--- config.mk ---
export PLATFORM = sky130hd
export DESIGN_NAME = param_streamer
export DESIGN_NICKNAME = d
export VERILOG_FILES = /design/src/rtl/tinybnn_pkg.sv /design/src/rtl/piso8.sv /design/src/rtl/param_streamer.sv
export SDC_FILE = /design/constraint.sdc
export NUM_CORES = 1
export LEC_CHECK = 0
export CORE_ASPECT_RATIO = 0.8
export CORE_MARGIN = 3
export CORE_UTILIZATION = 45
export DETAILED_ROUTE_END_ITERATION = 6
export GPL_TIMING_DRIVEN = 0
export MAX_ROUTING_LAYER = met4
export PLACE_DENSITY = 0.77
export SETUP_SLACK_MARGIN = 0.5
export SLEW_MARGIN = 20
export SYNTH_ARGS = -nofsm -noshare
export SYNTH_HDL_FRONTEND = slang
export SYNTH_SLANG_ARGS = --single-unit
--- constraint.sdc ---
create_clock -name clk -period 1.2 [get_ports clk]
set_input_delay 0.24 -clock clk [delete_from_list [all_inputs] [get_ports clk]]
set_output_delay 0.24 -clock clk [all_outputs]
set_load 0.05 [all_outputs]
--- src/rtl/tinybnn_pkg.sv ---
// Shared definitions for the parameter-chain loader.
// Contents:
//    state_t     - streamer FSM state encoding
//    WORD_BITS   - width of one parameter word on the input stream
//    chain_bits  - total serial bits on a daisy chain of neurons
package tinybnn_pkg;

   typedef enum logic [1:0] {
      ST_IDLE  = 2'd0,
      ST_LOAD  = 2'd1,
      ST_SHIFT = 2'd2,
      ST_DONE  = 2'd3
   } state_t;

   localparam int WORD_BITS = 8;

   function automatic int chain_bits(input int neurons, input int inputs, input int bias_bits);
      return neurons * (inputs + bias_bits);
   endfunction

endpackage

--- src/rtl/piso8.sv ---
// 8-bit parallel-in / serial-out shift register, MSB first.
// Ports:
//    clk    - clock, rising edge
//    reset  - synchronous active-high reset, clears the register
//    load   - capture data into the register
//    shift  - shift left by one, zero fill
//    data   - parallel word to capture
//    msb    - current serial bit (register bit 7)
module piso8 (
   input  logic       clk,
   input  logic       reset,
   input  logic       load,
   input  logic       shift,
   input  logic [7:0] data,
   output logic       msb
);

   logic [7:0] shift_reg;

   always_ff @(posedge clk) begin
      if (reset) begin
         shift_reg <= '0;
      end else if (load) begin
         shift_reg <= data;
      end else if (shift) begin
         shift_reg <= {shift_reg[6:0], 1'b0};
      end
   end

   assign msb = shift_reg[7];

endmodule

--- src/rtl/param_streamer.sv ---
// Streams 8-bit parameter words onto the serial neuron parameter chain.
// Words arrive far-end first; each is serialized MSB first while setup is
// held high, and bits returning from the end of the chain are collected in
// readback.
//
// state  | meaning
// -------+------------------------------------------------------------
// IDLE   | waiting for start; chain untouched
// LOAD   | in_ready high, waiting for the next parameter word
// SHIFT  | one bit per cycle onto the chain, setup high
// DONE   | one-cycle done pulse, then back to IDLE
//
// Ports:
//    clk, reset      - clock and synchronous active-high reset
//    start           - begin loading the whole chain (honoured in IDLE only)
//    in_data/valid   - parameter word stream, in_ready handshake
//    setup           - shift enable to every neuron
//    param_out       - serial bit to the first neuron
//    param_in        - serial bit from the last neuron
//    busy, done      - load in progress / load complete pulse
//    readback        - last 8 bits seen on param_in, newest in bit 0
module param_streamer
   import tinybnn_pkg::*;
#(
   parameter int NEURONS   = 8,
   parameter int INPUTS    = 8,
   parameter int BIAS_BITS = 3
) (
   input  logic       clk,
   input  logic       reset,
   input  logic       start,
   input  logic [7:0] in_data,
   input  logic       in_valid,
   output logic       in_ready,
   output logic       setup,
   output logic       param_out,
   input  logic       param_in,
   output logic       busy,
   output logic       done,
   output logic [7:0] readback
);

   localparam int CHAIN_BITS = chain_bits(NEURONS, INPUTS, BIAS_BITS);
   localparam int CNT_W      = $clog2(CHAIN_BITS + 1);

   state_t           state, state_nxt;
   logic [CNT_W-1:0] bit_cnt;
   logic [2:0]       bit_idx;
   logic             load_word;
   logic             last_bit;
   logic             ser_msb;

   // Final bit of the whole chain; a partial last word stops here, so its
   // unused low bits never reach the chain.
   assign last_bit = (bit_cnt == CNT_W'(CHAIN_BITS - 1));

   always_ff @(posedge clk) begin
      if (reset) begin
         state    <= ST_IDLE;
         bit_cnt  <= '0;
         bit_idx  <= '0;
         readback <= '0;
      end else begin
         state <= state_nxt;
         if (state == ST_IDLE && start) begin
            bit_cnt <= '0;
            bit_idx <= '0;
         end
         if (load_word) begin
            bit_idx <= '0;
         end
         if (state == ST_SHIFT) begin
            bit_cnt  <= bit_cnt + CNT_W'(1);
            bit_idx  <= bit_idx + 3'd1;
            readback <= {readback[6:0], param_in};
         end
      end
   end

   always_comb begin
      state_nxt = state;
      in_ready  = 1'b0;
      setup     = 1'b0;
      busy      = 1'b1;
      done      = 1'b0;
      load_word = 1'b0;
      case (state)
         ST_IDLE: begin
            busy = 1'b0;
            if (start) state_nxt = ST_LOAD;
         end
         ST_LOAD: begin
            in_ready = 1'b1;
            if (in_valid) begin
               load_word = 1'b1;
               state_nxt = ST_SHIFT;
            end
         end
         ST_SHIFT: begin
            setup = 1'b1;
            if (last_bit)             state_nxt = ST_DONE;
            else if (bit_idx == 3'd7) state_nxt = ST_LOAD;
         end
         ST_DONE: begin
            done      = 1'b1;
            state_nxt = ST_IDLE;
         end
         default: begin
            busy      = 1'b0;
            state_nxt = ST_IDLE;
         end
      endcase
   end

   piso8 u_piso8 (
      .clk   (clk),
      .reset (reset),
      .load  (load_word),
      .shift (setup),
      .data  (in_data),
      .msb   (ser_msb)
   );

   // Keep the chain input quiet outside SHIFT; a discarded partial word can
   // leave stale bits in the serializer.
   assign param_out = setup & ser_msb;

endmodule

==> reports/qor.csv <==
stage,metric,value,unit
power_and_ir_drop,Switching Share,0.321,
sta,fin crit share,1.39,
floorplanning,core area,2600,um^2
outcome,failing checks,negative setup slack,
logic_synthesis,Mapped Nets,165,
clock_network,TritonCTS clock tree,yes,
floorplanning,I/O pin count,26,
sta,skew final,0.00517,ns
sta,Rel. slew slack,0.739,
logic_synthesis,Post-Syn Area per Cell,8.78,um^2
route,drt pass-1 iters,5,
power_and_ir_drop,Cell Int Power,1.43,mW
final_layout,Inserted Diodes,0,
sta,Slew Limit Fails,0,
sta,Worst-Margin Slew,0.392,ns
clock_network,total CTS buffers,3,
setup_path,crit path capture type,output port,
logic_synthesis,library cells used by synthesis,41,
floorplanning,die width,66.3,um
global_routing,first-pass GRT wire length,7.49,mm
floorplanning,Core Rows,16,
sta,RSZ-0062 raised after global routing,yes,
outcome,status,"complete, but fails checks",
power_and_ir_drop,Max VDD drop,1.14,mV
final_layout,Layout Nets,233,
logic_synthesis,Synth Register Bits,28,
logic_synthesis,synth top area cells,"dfxtp_1, a21oi_1, nand2_1, a22oi_1, nand3_1",
setup_path,kind of critical path,reg2out,
route,DRC viols,0,
power_and_ir_drop,Pwr per Cell Area,854,nW/um^2
logic_synthesis,register area share after synthesis,0.428,
route,Via Count,1623,
final_layout,share of cells above drive strength 1,0.579,
logic_synthesis,Synth Flop Type,dfxtp_1,
setup_path,Buf/Inv on CP,4,
setup_path,critical path's top delay family,buffers and inverters,
clock_network,CTS root buffer,clkbuf_4,
run,max_cap viols,0,
clock_network,clock tree sinks,28,
final_layout,area grow syn2layout,88.3,%
placed_design,Post-Place Setup Slack,-0.768,ns
setup_path,Worst EP required,0.96,ns
route,vias per cell,6.44,
sta,hold slack,0.167,ns
clock_network,clock-pin slew on the worst setup and hold paths,0.16,ns
floorplanning,Starting Density,0.503,
route,DRT antenna net count,0,
logic_synthesis,leading area contributor after synthesis,dfxtp_1,
placed_design,PortBufs,24,
global_routing,initial antenna violation count,0,
logic_synthesis,Yosys top cell area share,0.428,
sta,final hold violations,0,
placed_design,half-perimeter wire length after placement,2.12,mm
sta,minimum clock period,1.67,ns
setup_path,Worst setup SP type,register,
sta,Setup-failing EPs final,33,
sta,fmax,0.599,GHz
setup_path,"most used cell, CP",buf_8,
route,Routed wire per std cell,25.5,um
clock_network,maximum clock path buffer count,2,
global_routing,gr usage total,0.289,
sta,worst setup margin,-0.468,ns
setup_path,Crit Path Max Fanout,3,
global_routing,grt ovf,0,
placed_design,placed cell area,1770,um^2
logic_synthesis,Post-synth EDFFs,0,
power_and_ir_drop,Clock power frac,0.210,
sta,Final TNS setup,-8.01,ns
setup_path,delay of the slowest cell on the worst path,0.39,ns
global_routing,vias in the first global route,1473,
power_and_ir_drop,P_sw,675,uW
logic_synthesis,Synth async-reset ratio,0,
power_and_ir_drop,Gate power share,0.332,
power_and_ir_drop,leak pwr,0.974,nW
min_path,Hold WC Path Type,in2reg,
clock_network,H-tree depth,1,
floorplanning,Die Y,54.2,um
placed_design,GPL Wtd Cong,0.710,
final_layout,post-route cell area,2460,um^2
logic_synthesis,cells after synthesis,149,
route,final wirelength,6.43,mm
floorplanning,die area,3600,um^2
clock_network,worst-skew pair later-pin latency,0.36,ns
setup_path,slowest CP cell,dfxtp_4,
logic_synthesis,Syn Std Cell Area,1310,um^2
final_layout,Fill cells,72,
power_and_ir_drop,Reg power frac,0.458,
setup_path,"Cell Chain, Critical Path",nand2b_4 > buf_8 > inv_8 > buf_12 > and2_4 > buf_8,
setup_path,Crit path arrival time,1.43,ns
route,drt first-iter violations,168,
logic_synthesis,Ys Warns,0,
global_routing,pin count of the biggest net entering global routing,16,
## through the flow
stage                     power [mW]  cells   util
after floorplan                 1.22    149      -
after global placement          1.32    209  0.679
after detailed placement        1.33    209  0.679
after CTS                       1.93    240  0.863
after global routing            2.15    252  0.947
final                           2.11    252  0.947
## Yosys cell counts (2+ instances only)
library cell / count
buf_4: 2
a21oi_1: 19
nand2_1: 21
nand4_1: 3
buf_2: 5
a22oi_1: 8
nor2_1: 4
and3_1: 2
and2_1: 2
nand3_1: 9
inv_1: 4
ha_1: 3
clkbuf_1: 2
dfxtp_1: 28
nor3b_1: 4
o21ai_0: 2
nand3b_1: 2
o32ai_1: 2
a211oi_1: 2
mux2i_1: 2
buf_6: 2
mux2_1: 2
## layer usage
layer  global-route usage  part of all wire  vias up
met3               0.0493             0.082       35
met5                    -                 0        -
met4               0.0676             0.038        0
met1                0.359              0.40      799
met2                0.499              0.48      116
li1                     -                 -      673
## worst paths after layout
kind	from	slack (ns)	to	cells after the start
worst max-delay path	state[0]$_SDFFE_PP0P_	-0.47	param_out	6
worst min-delay path	reset	0.17	bit_cnt[3]$_SDFFE_PP0P_	2
worst max register to register	state[0]$_SDFFE_PP0P_	-0.34	bit_cnt[4]$_SDFFE_PP0P_	5
worst min register to register	u_piso8.shift_reg[4]$_SDFFE_PP0P_	0.50	u_piso8.shift_reg[4]$_SDFFE_PP0P_	2
## timing repair
item                       4_1_cts  5_1_grt
hold endpoints to repair         0        0
gates cloned                     4        0
pin swaps                       16       16
setup endpoints to repair       41       41
resized for setup              136       35
setup buffers                   23       12
hold buffers                     0        0
## layout by cell type, fill, tap and decap left out, drive strengths merged, types with 2 or more instances in the layout
cell           count
buf               59
dfxtp             28
nand2             21
a21oi             19
clkdlybuf4s50     11
nand3              9
a22oi              8
inv                5
clkbuf             5
nor2               4
nand3b             4
nor3b              4
nand4              3
ha                 3
and2               2
mux2i              2
o32ai              2
a211oi             2
and3               2
o21ai              2
mux2               2
## worst register-to-register path: stages (launching register included)
cell	delay [ns]
dfxtp_4	0.39
buf_4	0.14
buf_6	0.12
buf_6	0.11
or4b_4	0.47
o211ai_1	0.24
## kinds of logic after synthesis
family,share of synthesized area
compound gates,0.188
xor+xnor,0.00669
fa+ha+maj,0.0287
buf+inv,0.0698
flops,0.428
mux,0.0325
simple gates,0.246
## layout make-up
class | instances | area, um^2 | share of cell area
clock buffers | 3 | 22.5 | 0.00914
multi-input cells | 106 | 918 | 0.373
clock inverters | 1 | 3.75 | 0.00152
flip-flops and latches | 28 | 602 | 0.244
inverters | 5 | 26.3 | 0.0107
plain buffers | 11 | 135 | 0.0548
repair buffers | 62 | 712 | 0.289
well taps | 36 | 45.0 | 0.0183
## power groups by stage
stage | clock (mW) | sequential [mW] | combinational (mW)
after floorplan | 0 | 0.980 | 0.240
after global placement | 0 | 0.978 | 0.344
after detailed placement | 0 | 0.980 | 0.349
after CTS | 0.415 | 0.957 | 0.554
after global routing | 0.463 | 0.965 | 0.718
final | 0.441 | 0.964 | 0.699
Power figures use the tool's default switching activity.
